File: src/rtl/sid_acc_sched.sv
`timescale 1ns/1ps
// Time-multiplexed 24-bit phase accumulator and noise LFSR sequencer for all SID voices.
// Optional overrun counter (ovr_cnt/ovr_clr) is built when SID_ACC_SCHED_OVR_EN is defined.
module sid_acc_sched #(
    parameter int NVOICES = 3,
    parameter int VW      = 2
) (
    input  logic               clk,
    input  logic               n_reset,
    input  logic               tick,
    input  logic               cfg_we,
    input  logic [VW-1:0]      cfg_voice,
    input  logic [15:0]        cfg_freq,
    input  logic               cfg_test,
    input  logic               cfg_sync,
    input  logic [VW-1:0]      rd_voice,
    output logic [23:0]        rd_acc,
    output logic [22:0]        rd_lfsr,
    output logic [NVOICES-1:0] sync_out,
    output logic               busy,
    output logic               done
`ifdef SID_ACC_SCHED_OVR_EN
    ,
    output logic [7:0]         ovr_cnt,
    input  logic               ovr_clr
`endif
);

    localparam logic [VW-1:0] LAST      = VW'(NVOICES - 1);
    localparam logic [VW:0]   NV_W      = (VW+1)'(NVOICES);
    localparam logic [22:0]   LFSR_INIT = 23'h7FFFFF;

    typedef enum logic {S_IDLE, S_RUN} state_t;

    state_t              r_state;
    state_t              w_state_nx;
    logic [VW-1:0]       r_idx;
    logic [VW-1:0]       w_idx_nx;
    logic                w_last;

    logic [23:0]         r_acc     [NVOICES];
    logic [22:0]         r_lfsr    [NVOICES];
    logic [15:0]         r_freq    [NVOICES];
    logic [NVOICES-1:0]  r_test;
    logic [NVOICES-1:0]  r_sync_en;
    logic [NVOICES-1:0]  r_shadow;
    logic [NVOICES-1:0]  r_sync_out;
    logic [23:0]         r_rd_acc;
    logic [22:0]         r_rd_lfsr;
    logic                r_done;

    logic [VW-1:0]       w_prev;
    logic [23:0]         w_sum;
    logic [23:0]         w_new_acc;
    logic [22:0]         w_new_lfsr;
    logic                w_rise;
    logic [NVOICES-1:0]  w_shadow_nx;
    logic                w_cfg_ok;
    logic                w_rd_ok;

    always_ff @(posedge clk or negedge n_reset) begin
        if (!n_reset) begin
            r_state <= S_IDLE;
            r_idx   <= '0;
        end else begin
            r_state <= w_state_nx;
            r_idx   <= w_idx_nx;
        end
    end

    // A tick arriving while in RUN is not a transition; it is only counted as an overrun.
    always_comb begin
        w_state_nx = r_state;
        w_idx_nx   = r_idx;
        w_last     = 1'b0;
        case (r_state)
            S_IDLE: begin
                if (tick) begin
                    w_state_nx = S_RUN;
                    w_idx_nx   = '0;
                end
            end
            S_RUN: begin
                if (r_idx == LAST) begin
                    w_state_nx = S_IDLE;
                    w_last     = 1'b1;
                end else begin
                    w_idx_nx = r_idx + 1'b1;
                end
            end
            default: begin
                w_state_nx = S_IDLE;
                w_idx_nx   = '0;
            end
        endcase
    end

    // Sync reads r_sync_out (previous pass) for every voice, so voice 0 sees the last voice's flag too.
    always_comb begin
        w_prev     = (r_idx == '0) ? LAST : r_idx - 1'b1;
        w_sum      = r_acc[r_idx] + {8'h00, r_freq[r_idx]};
        w_new_acc  = w_sum;
        w_new_lfsr = r_lfsr[r_idx];
        if (r_test[r_idx]) begin
            w_new_acc  = '0;
            w_new_lfsr = LFSR_INIT;
        end else begin
            if (r_sync_en[r_idx] && r_sync_out[w_prev]) begin
                w_new_acc = '0;
            end
            if (!r_acc[r_idx][19] && w_new_acc[19]) begin
                w_new_lfsr = {r_lfsr[r_idx][21:0], r_lfsr[r_idx][17] ^ r_lfsr[r_idx][22]};
            end
        end
        w_rise             = !r_acc[r_idx][23] && w_new_acc[23];
        w_shadow_nx        = r_shadow;
        w_shadow_nx[r_idx] = w_rise;
    end

    always_ff @(posedge clk or negedge n_reset) begin
        if (!n_reset) begin
            for (int i = 0; i < NVOICES; i++) begin
                r_acc[i]  <= '0;
                r_lfsr[i] <= LFSR_INIT;
            end
            r_shadow   <= '0;
            r_sync_out <= '0;
            r_done     <= 1'b0;
        end else begin
            r_done <= w_last;
            if (r_state == S_RUN) begin
                r_acc[r_idx]  <= w_new_acc;
                r_lfsr[r_idx] <= w_new_lfsr;
                r_shadow      <= w_shadow_nx;
                if (w_last) begin
                    r_sync_out <= w_shadow_nx;
                end
            end
        end
    end

    assign w_cfg_ok = {1'b0, cfg_voice} < NV_W;

    always_ff @(posedge clk or negedge n_reset) begin
        if (!n_reset) begin
            for (int i = 0; i < NVOICES; i++) begin
                r_freq[i] <= '0;
            end
            r_test    <= '0;
            r_sync_en <= '0;
        end else if (cfg_we && w_cfg_ok) begin
            r_freq[cfg_voice]    <= cfg_freq;
            r_test[cfg_voice]    <= cfg_test;
            r_sync_en[cfg_voice] <= cfg_sync;
        end
    end

    assign w_rd_ok = {1'b0, rd_voice} < NV_W;

    always_ff @(posedge clk or negedge n_reset) begin
        if (!n_reset) begin
            r_rd_acc  <= '0;
            r_rd_lfsr <= '0;
        end else begin
            r_rd_acc  <= w_rd_ok ? r_acc[rd_voice]  : 24'h000000;
            r_rd_lfsr <= w_rd_ok ? r_lfsr[rd_voice] : 23'h000000;
        end
    end

`ifdef SID_ACC_SCHED_OVR_EN
    logic [7:0] r_ovr_cnt;
    logic       w_ovr;

    assign w_ovr = tick && (r_state == S_RUN);

    always_ff @(posedge clk or negedge n_reset) begin
        if (!n_reset) begin
            r_ovr_cnt <= '0;
        end else if (ovr_clr) begin
            r_ovr_cnt <= '0;
        end else if (w_ovr && (r_ovr_cnt != 8'hFF)) begin
            r_ovr_cnt <= r_ovr_cnt + 8'h01;
        end
    end

    assign ovr_cnt = r_ovr_cnt;
`endif

    assign rd_acc   = r_rd_acc;
    assign rd_lfsr  = r_rd_lfsr;
    assign sync_out = r_sync_out;
    assign busy     = (r_state == S_RUN);
    assign done     = r_done;

endmodule

File: config.mk
export PLATFORM = sky130hd
export DESIGN_NAME = sid_acc_sched
export DESIGN_NICKNAME = d
export VERILOG_FILES = /design/src/rtl/sid_acc_sched.sv
export SDC_FILE = /design/constraint.sdc
export NUM_CORES = 1
export LEC_CHECK = 0
export CAP_MARGIN = 25
export CORE_ASPECT_RATIO = 1.1
export CORE_MARGIN = 2
export CORE_UTILIZATION = 64
export CTS_BUF_LIST = sky130_fd_sc_hd__clkbuf_4 sky130_fd_sc_hd__clkbuf_8 sky130_fd_sc_hd__clkbuf_16
export CTS_CLUSTER_SIZE = 16
export DETAILED_ROUTE_END_ITERATION = 10
export PLACE_DENSITY_LB_ADDON = 0.12
export SLEW_MARGIN = 0
export SYNTH_ARGS = -nofsm -noshare
export SYNTH_HDL_FRONTEND = slang
export SYNTH_SLANG_ARGS = --single-unit
File: constraint.sdc
create_clock -name clk -period 12.25 [get_ports clk]
set_input_delay 2.45 -clock clk [delete_from_list [all_inputs] [get_ports clk]]
set_output_delay 2.45 -clock clk [all_outputs]
set_load 0.1 [all_outputs]
* Word-level counts from Yosys, hierarchy flattened
Index checks and enable logic that the tools add are counted.
** Operators by class
- Add/sub/neg operators :: 3
- Multiply operators :: 0
- Divide/modulo/power cells :: 0
- $lt $le $gt $ge :: 12
- Equality and inequality tests :: 3
- Shift-type cells :: 0
- Multiplexer cells :: 53
- Bitwise operators :: 5
- Reduce and logical (&&, ||, !) cells :: 13
** Operator list (number)
- 24-bit 2-to-1 mux :: 9
- 23-bit 2-to-1 mux :: 8
- 24-bit binary-select mux with 2-bit select :: 2
- 23-bit binary-select mux with 2-bit select :: 2
- 72-bit bitwise mux :: 1
- 69-bit bitwise mux :: 1
- 48-bit bitwise mux :: 1
- 24-bit demux with 2-bit select :: 1
- 16-bit 2-to-1 mux :: 3
- 23-bit demux with 2-bit select :: 1
- 16-bit binary-select mux with 2-bit select :: 1
- 16-bit demux with 2-bit select :: 1
- 24-bit by 16-bit adder with 24-bit output :: 1
- 3-bit bitwise mux :: 3
- 3-bit >= comparator (second input constant) :: 3
- 2-bit by 3-bit < comparator with 1-bit output (second input constant) :: 3
- 1-bit 2-to-1 mux :: 9
- 2-bit inverter with 3-bit output :: 3
- 1-bit logical AND :: 8
- 1-bit binary-select mux with 2-bit select :: 3
- 3-bit by 1-bit < comparator with 1-bit output (second input constant) :: 2
- 2-bit 2-to-1 mux :: 3
- 1-bit demux with 2-bit select :: 2
- 2-bit by 1-bit >= comparator with 1-bit output (second input constant) :: 2
- 12 further kinds :: 16
** Storage, ports and cells
- Bits in registers :: 252
- Bits in latches :: 0
- Bits in writable memories :: 0
- Memory bits (read-only) :: 0
- Input port bits :: 26
- Output and inout bits :: 52
- Word-level logic and storage cells :: 107
- Memories :: 0

* Logic depth before layout (Yosys ltp)
Gate-level depths: netlist of run 1.
- Depth after elaboration :: 11
- Mapped depth :: 18
- Mapped depth without buffers :: 13

* Least setup slack after synthesis of run 1
Ideal clock, no wire load.
- Path kind :: register -> register
- Start point :: register r_idx[0]
- End point :: register r_lfsr[21] (netlist bit)
- Library setup time :: 0.098 ns
- Data arrival time :: 3.941 ns
- Required time :: 12.152 ns
- Setup slack :: 8.211 ns
- Stages on the path, launching flop included :: 19
- Path buffers :: 7
- Period minus slack after synthesis :: 4.039 ns
- Cell sequence :: dfrtp_1 > buf_2 > nor2b_1 > buf_2 > buf_1 > clkbuf_1 > clkbuf_1 > nand2_1 > o21ai_0 > ha_1 > clkbuf_1 > a21oi_1 > o21ai_0 > a21o_1 > a211oi_2 > nand3b_1 > nor3_1 > buf_2 > a221oi_1
** On the way
- Longest elaborated chain between the ends :: 11
- Elaborated cells on any way between the ends :: 33
- Classes of those cells :: add/sub (2); order compare (2); mux (23); bitwise (1); reduce/logical (5)
** Ends and longest elaborated chain
- start: declaration :: line 37 : logic [VW-1:0] r_idx;
- start signal: assignment :: line 67 : r_idx <= w_idx_nx;
- 2-bit inverter with 3-bit output (implied by the code), or another cell as far along
- 24-bit binary-select mux with 2-bit select, or another cell as far along :: line 101, 111
- 24-bit 2-to-1 mux (implied by the code), or another cell as far along (2 in a row) :: line 101 : w_sum = r_acc[r_idx] + {8'h00, r_freq[r_idx]};
- 24-bit by 16-bit adder with 24-bit output or 1-bit logical AND (tied branches) :: line 101, 108
- 24-bit 2-to-1 mux :: line 108 : if (r_sync_en[r_idx] && r_sync_out[w_prev]) begin
- 24-bit 2-to-1 mux :: line 104 : if (r_test[r_idx]) begin
- 1-bit logical AND :: line 111 : if (!r_acc[r_idx][19] && w_new_acc[19]) begin
- 23-bit 2-to-1 mux :: line 111
- 23-bit 2-to-1 mux :: line 104
- 69-bit bitwise mux (*) :: line 133 : r_lfsr[r_idx] <= w_new_lfsr;
- end signal: indexed assignment :: line 133
- end: declaration :: line 42 : logic [22:0] r_lfsr [NVOICES];
Mark *: on every way between the ends. The rest lies on a longest branch, timed or not. The select of a mux whose other input is x is not followed.
A chain may end at the register's enable or synchronous reset.

* Worst setup path after layout of run 1
- Start point :: register r_idx[0]
- End point :: register r_lfsr[27] (netlist bit)
Same word-level chain as after synthesis.

==> run_results.csv, run 1 <==
group,metric,value,unit
grt,grt_overflow,0,
critical_path,reg2reg_to,"r_lfsr[27]$_DFFE_PN1P_",
synthesis,netlist_instances,1254,
layout,n_fill_cell,1317,
clock_network,clock_sinks,251,
placement,dp_hpwl,18800,um
min_path,hold_path.class,"reg2reg",
grt,grt_pass1_wl,52700,um
clock_network,clock_path_buffers,3,
die,num_rows,53,
grt,grt_pass1_vias,10400,
clock_network,clk_latency,0.53,ns
critical_path,rr_worst_depth,13,
layout,area_delta_synth_final,15.0,%
die,die-width,138,um
synthesis,synth_area,12700,um2
synthesis,ys_types,50,
route,drc,0,
critical_path,critPathSlowestCell,"nor3_4",
die,die-area,20900,um2
critical_path,end_kind,"flip-flop",
timing,finClkSkew,0.00904,ns
layout,stdcell_area,14600,um2
die,core_area,19200,um2
pwr,power_leakage,6.30,nW
grt,grt_use_total,31.0,%
timing,final.setup.tns,0,ns
critical_path,r2r_setup_slack,7.18,ns
layout,nNetsFinal,1341,
critical_path,r2r_start,"r_idx[0]$_DFFE_PN0P_",
synthesis,muxShareOfSynthArea,13.8,%
clock_network,path_clk_slew,0.06,ns
placement,placed_area,13600,um2
clock_network,cts_buffers,26,
critical_path,cp_slowest_stage_delay,0.95,ns
pwr,ir_drop,0.237,mV
route,avgRoutedWirePerCell,20.3,um
route,routed-via-count,9981,
timing,slew_headroom,29.6,%
placement,place_congestion,0.877,
clock_network,cts.hold.buffers_added,0,
route,first_pass_iters,7,
timing,slew_viol_final,0,
timing,rsz0062_at_grt,"no",
grt,grt_max_degree,113,
clock_network,cts_max_level,1,
synthesis,synth-async-reset-ratio,100,%
timing,tightest_slew,1.05,ns
synthesis,synth_edf_count,0,
synthesis,ys.flop_type,"dfrtp_1",
critical_path,crit_start,"r_idx[0]$_DFFE_PN0P_",
critical_path,path_cells,"buf_4 -> mux2i_1 -> nor2_1 -> a21oi_1 -> inv_1 -> ha_1 -> a21o_1 -> nand4_1 -> a2111oi_2 -> a211oi_2 -> nand3b_1 -> nor3_4 -> a21oi_1",
clock_network,root_buffer,"clkbuf_16",
synthesis,ys_ff_latch,251,
critical_path,crit_type,"reg2reg",
timing,period_share,41.4,%
clock_network,cts_tree,"done",
route,drt_wl_total,31700,um
synthesis,synth_nets,1301,
critical_path,crit_required,12.66,ns
flow_run,max-cap-violations,0,
synthesis,avgSynthCellArea,10.1,um2
route,viasPerCell,6.39,
status,status,"finished clean",
die,start_util,65.8,%
critical_path,arrival,5.48,ns
critical_path,path_depth,13,
critical_path,crit_path_frequent_cell,"a21oi_1",
clock_network,post-cts-setup-buffers,0,
synthesis,synthSimpleGateAreaFrac,12.0,%
placement,place.port_buffers,77,
die,io_pins,78,
die,dieHeight,151,um
layout,fin_cells,1561,
timing,fin_crit,5.07,ns
route,drt_iter0_markers,754,
critical_path,crit_end,"r_lfsr[27]$_DFFE_PN1P_",
layout,drive_above_1_share,17.6,%
critical_path,path_max_fanout,39,
clock_network,post_cts_resized,0,
critical_path,critPathTopFamily,"simple AND/OR/NAND/NOR gates",
synthesis,yosys_warnings,0,
placement,place_inst,1508,
grt,antenna_found_initial,1,
pwr,powerDensity,285,nW/um2
synthesis,yosysSeqAreaShare,50.3,%
timing,max_freq,197,MHz
layout,n_antenna_cell,0,
timing,setup_viol,0,
synthesis,synth_top_family_by_area,"compound AO/OA/AOI/OAI gates",
route,ant_nets,0,
synthesis,synthAdderAreaFrac,2.14,%
timing,hold_viol,0,
synthesis,synth-compound-area-share,17.2,%
synthesis,synthXorXnorAreaFrac,1.45,%
critical_path,path_buf_inv,2,
critical_path,critPathLaunchType,"flip-flop",
## synthesized netlist by cell type, drive strengths merged (3+ instances only)
| cell | instances | area (um2) |
|---|---|---|
| nand2 | 219 | 822 |
| dfrtp | 182 | 4550 |
| o21ai | 134 | 671 |
| mux2i | 112 | 1120 |
| nor2 | 112 | 425 |
| dfstp | 69 | 1810 |
| clkbuf | 60 | 225 |
| mux2 | 55 | 619 |
| a221oi | 47 | 512 |
| a21oi | 44 | 220 |
| o31ai | 37 | 278 |
| buf | 28 | 139 |
| o22ai | 24 | 150 |
| ha | 20 | 250 |
| a22o | 15 | 131 |
| xor2 | 12 | 105 |
| and2 | 9 | 56.3 |
| xnor2 | 9 | 78.8 |
| a21o | 8 | 60.1 |
| inv | 8 | 30.0 |
| nand2b | 6 | 37.5 |
| nand3 | 4 | 20.0 |
| nor3 | 4 | 20.0 |
| a31o | 3 | 26.3 |
| a31oi | 3 | 18.8 |
| and3 | 3 | 18.8 |
| nand3b | 3 | 22.5 |
| nor2b | 3 | 18.8 |
| nor3b | 3 | 22.5 |
## worst register-to-register path, cell delays in order, from the launching register on
cell and delay [ns]:
dfrtp_4 0.86, buf_4 0.72, mux2i_1 0.30, nor2_1 0.06
a21oi_1 0.24, inv_1 0.08, ha_1 0.28, a21o_1 0.12
nand4_1 0.16, a2111oi_2 0.42, a211oi_2 0.15, nand3b_1 0.42
nor3_4 0.95, a21oi_1 0.19
## layout by cell type, fill, tap and decap left out, types with 18 or more instances in the layout
cell,Yosys,layout
o31ai_1,37,37
dfstp_2,69,69
a21oi_1,44,44
nand2_1,219,219
buf_4,0,18
clkbuf_16,0,27
dfrtp_1,182,180
mux2i_1,112,112
a221oi_1,31,31
o21ai_0,133,133
mux2_2,55,55
ha_1,20,20
clkdlybuf4s50_1,0,75
o22ai_1,24,23
nor2_1,110,110
## flip-flops by register name, indices dropped and copies added, names as in the netlist
register and count:
r_acc 72, r_test 3, sync_out 3, r_sync_en 3, r_shadow 2, rd_lfsr 23, done 1, busy 1
r_idx 2, r_lfsr 69, r_freq 48, rd_acc 24
## where the power goes
part / internal, mW / total, mW / switching, mW
registers: 1.14 / 1.34 / 0.192
clock network: 0.491 / 0.809 / 0.318
logic: 0.642 / 2.01 / 1.37
## how the worst min path moves through the flow
stage	start	to	slack [ns]	depth (start not counted)
floorplan	r_shadow[0]$_DFFE_PN0P_	r_shadow[0]$_DFFE_PN0P_	0.44	2
global placement	r_shadow[0]$_DFFE_PN0P_	r_shadow[0]$_DFFE_PN0P_	0.46	2
detailed placement	r_shadow[1]$_DFFE_PN0P_	r_shadow[1]$_DFFE_PN0P_	0.46	2
CTS	r_shadow[1]$_DFFE_PN0P_	r_shadow[1]$_DFFE_PN0P_	0.48	2
global route	r_freq[15]$_DFFE_PN0P_	r_freq[15]$_DFFE_PN0P_	0.52	1
finish	r_shadow[1]$_DFFE_PN0P_	r_shadow[1]$_DFFE_PN0P_	0.48	2
## kinds of logic (layout without fill, tap and decap cells)
| logic type | count (synthesis) | in the layout |
|---|---|---|
| and+or+nand+nor | 372 | 372 |
| AOI/OAI and AO/OA | 326 | 326 |
| DFF | 251 | 251 |
| muxes | 167 | 167 |
| buffers and inverters | 96 | 156 |
| adders and majority gates | 21 | 21 |
| xor gates and xnor gates | 21 | 21 |
## cell type report
type | count | area (um2) | share of cell area, %
inverter | 8 | 30.0 | 0.206
clock inverter | 9 | 97.6 | 0.671
sequential | 251 | 6370 | 43.8
clock buffer | 39 | 797 | 5.48
tap | 247 | 309 | 2.12
timing repair buffer | 100 | 995 | 6.84
multi-input combinational | 907 | 5950 | 40.9
## metrics by stage
stage	power [mW]	util (%)	hold slack, ns	worst slack, ns
after CTS	4.13	75.2	0.476	7.11
after global routing	4.42	75.7	0.516	6.79
after detailed placement	3.31	70.6	0.463	7.13
after floorplan	2.81	-	0.442	8.21
after global placement	3.26	70.6	0.455	7.28
final	4.15	75.7	0.481	7.18
## routing by layer
metal	vias to the layer above	global-route usage [%]	routed length, um
met3	80	3.83	1850
met4	2	12.2	888
met5	-	0	13
met1	4980	38.9	12600
li1	4559	-	-
met2	360	55.4	16400
(Power assumes the default switching activity.)
==> inputs of run 2 (changes only) <==
CORE_UTILIZATION = 60   (was 64)
clock period = 5.2 ns   (was 12.25 ns; I/O delays follow)
==> run 2 against run 1 <==
Clock-buffer cell count shrank 4. Combinational power grew 140%. Largest cell class unchanged. Cell count grew 1.3%. Via count shrank 0.62%. Sequential share of layout area shrank 0.33 points. Routed wire length grew 0.38%.
==> run_results.csv, run 2 (synthesis gave the netlist of run 1 again) <==
group,metric,value,unit
die,num_rows,55,
clock_network,cts_max_level,1,
route,viasPerCell,6.27,
layout,area_delta_synth_final,15.9,%
timing,slew_headroom,30.2,%
critical_path,cp_slowest_stage_delay,0.78,ns
grt,grt_max_degree,125,
timing,rsz0062_at_grt,"no",
route,drt_iter0_markers,768,
die,io_pins,78,
placement,place.port_buffers,77,
die,core_area,20600,um2
timing,hold_viol,0,
grt,grt_pass1_wl,52100,um
grt,grt_use_total,29.0,%
critical_path,path_max_fanout,27,
min_path,worstHoldPathCells,2,
critical_path,rr_worst_depth,12,
critical_path,critPathSlowestCell,"dfrtp_4",
critical_path,path_cells,"buf_4 -> mux2i_1 -> o21ai_0 -> ha_1 -> a21o_1 -> a21oi_1 -> a2111oi_2 -> a211oi_2 -> nand3b_1 -> nor3_4 -> buf_4 -> a221oi_1",
route,drc,0,
clock_network,clock_path_buffers,3,
timing,max_freq,229,MHz
grt,antenna_found_initial,1,
critical_path,critPathLaunchType,"flip-flop",
clock_network,path_clk_slew,0.06,ns
route,first_pass_iters,5,
pwr,total_power,9.88,mW
layout,fin_cells,1581,
critical_path,crit_type,"reg2reg",
route,ant_nets,0,
critical_path,r2r_start,"r_idx[0]$_DFFE_PN0P_",
clock_network,cts.hold.buffers_added,0,
critical_path,path_buf_inv,2,
clock_network,post_cts_resized,0,
flow_run,max-cap-violations,0,
route,avgRoutedWirePerCell,20.1,um
layout,n_antenna_cell,0,
grt,grt_overflow,0,
layout,drive_above_1_share,18.2,%
status,status,"finished clean",
timing,setup_viol,0,
route,routed-via-count,9919,
critical_path,reg2reg_to,"r_lfsr[61]$_DFFE_PN1P_",
route,drt_wl_total,31800,um
timing,fin_crit,4.36,ns
min_path,hold_path.class,"reg2reg",
layout,largest_reg_flops,72,
placement,dp_hpwl,19800,um
placement,place_congestion,0.924,
pwr,power_leakage,6.36,nW
critical_path,critPathTopFamily,"compound AO/OA/AOI/OAI gates",
placement,place_inst,1529,
critical_path,path_depth,12,
layout,nNetsFinal,1352,
critical_path,end_kind,"flip-flop",
critical_path,arrival,4.79,ns
die,die-area,22300,um2
layout,largest_register,"r_acc",
pwr,ir_drop,0.371,mV
clock_network,clk_latency,0.54,ns
timing,finClkSkew,0.0140,ns
pwr,powerDensity,674,nW/um2
layout,most-common-layout-cells,"nand2_1 (219), dfrtp_1 (180), o21ai_0 (133), mux2i_1 (112), nor2_1 (110)",
die,start_util,61.3,%
timing,tightest_slew,1.04,ns
grt,grt_pass1_vias,10200,
die,die-width,142,um
clock_network,cts_tree,"done",
min_path,min_to,"r_shadow[1]$_DFFE_PN0P_",
timing,slew_viol_final,0,
critical_path,r2r_setup_slack,0.84,ns
layout,mostFrequentLayoutCell,"nand2_1",
clock_network,cts_buffers,27,
critical_path,crit_path_frequent_cell,"buf_4",
die,dieHeight,156,um
clock_network,post-cts-setup-buffers,0,
clock_network,root_buffer,"clkbuf_16",
critical_path,crit_required,5.63,ns
clock_network,clock_sinks,251,
min_path,hold_start,"r_shadow[1]$_DFFE_PN0P_",
timing,final.setup.tns,0,ns
layout,largestRegisters,"r_acc (72), r_lfsr (69), r_freq (48)",
timing,period_share,83.9,%
==> run 2: worst register-to-register path: cells and delay by family, from the launching register on <==
family,cells,cell delay [ns]
flip-flops,1,0.78
buffers and inverters,2,0.67
multiplexers,1,0.24
AO/OA/AOI/OAI,6,1.62
AND/OR/NAND/NOR,2,0.57
adder cells (fa/ha/maj),1,0.37
==> run 2: area by class of cell <==
type                            instances  area [um2]
Clock buffer                           35         767
Timing Repair Buffer                  110        1070
Tap cell                              256         320
Fill cell                            1526        5980
Inverter                                8        30.0
Sequential cell                       251        6370
Clock inverter                         14         154
Multi-Input combinational cell        907        5950
==> run 2: power breakdown <==
part / internal, mW / switching (mW) / leakage, nW
logic: 1.52 / 3.26 / 2.86
registers: 2.69 / 0.438 / 3.04
clock network: 1.19 / 0.783 / 0.463
==> run 2: worst max path at each step <==
stage                              start                endpoint  slack [ns]
floorplan           r_idx[0]$_DFFE_PN0P_  r_lfsr[21]$_DFFE_PN1P_        1.16
global placement    r_idx[0]$_DFFE_PN0P_  r_lfsr[61]$_DFFE_PN1P_        0.99
detailed placement  r_idx[0]$_DFFE_PN0P_  r_lfsr[66]$_DFFE_PN1P_        0.84
CTS                 r_idx[0]$_DFFE_PN0P_  r_lfsr[61]$_DFFE_PN1P_        0.81
global route        r_idx[0]$_DFFE_PN0P_  r_lfsr[21]$_DFFE_PN1P_        0.58
finish              r_idx[0]$_DFFE_PN0P_  r_lfsr[61]$_DFFE_PN1P_        0.84
==> run 2: per-layer routing <==
| layer | up-vias | track usage, % | part of all wire (%) |
|---|---|---|---|
| met5 | - | 0 | 0.022 |
| met1 | 4938 | 38.2 | 42 |
| met3 | 62 | 3.70 | 5.6 |
| met4 | 2 | 9.71 | 2.3 |
| li1 | 4578 | - | - |
| met2 | 339 | 49.8 | 50 |
==> run 2: metrics by stage <==
stage	area (um2)	setup WS, ns	utilization, %	hold slack, ns
2_1_floorplan	12700	1.16	-	0.442
3_3_place_gp	13700	0.991	66.2	0.459
3_5_place_dp	13700	0.843	66.3	0.476
4_1_cts	14600	0.807	70.8	0.492
5_1_grt	14700	0.585	71.0	0.513
6_report	14700	0.838	71.0	0.497
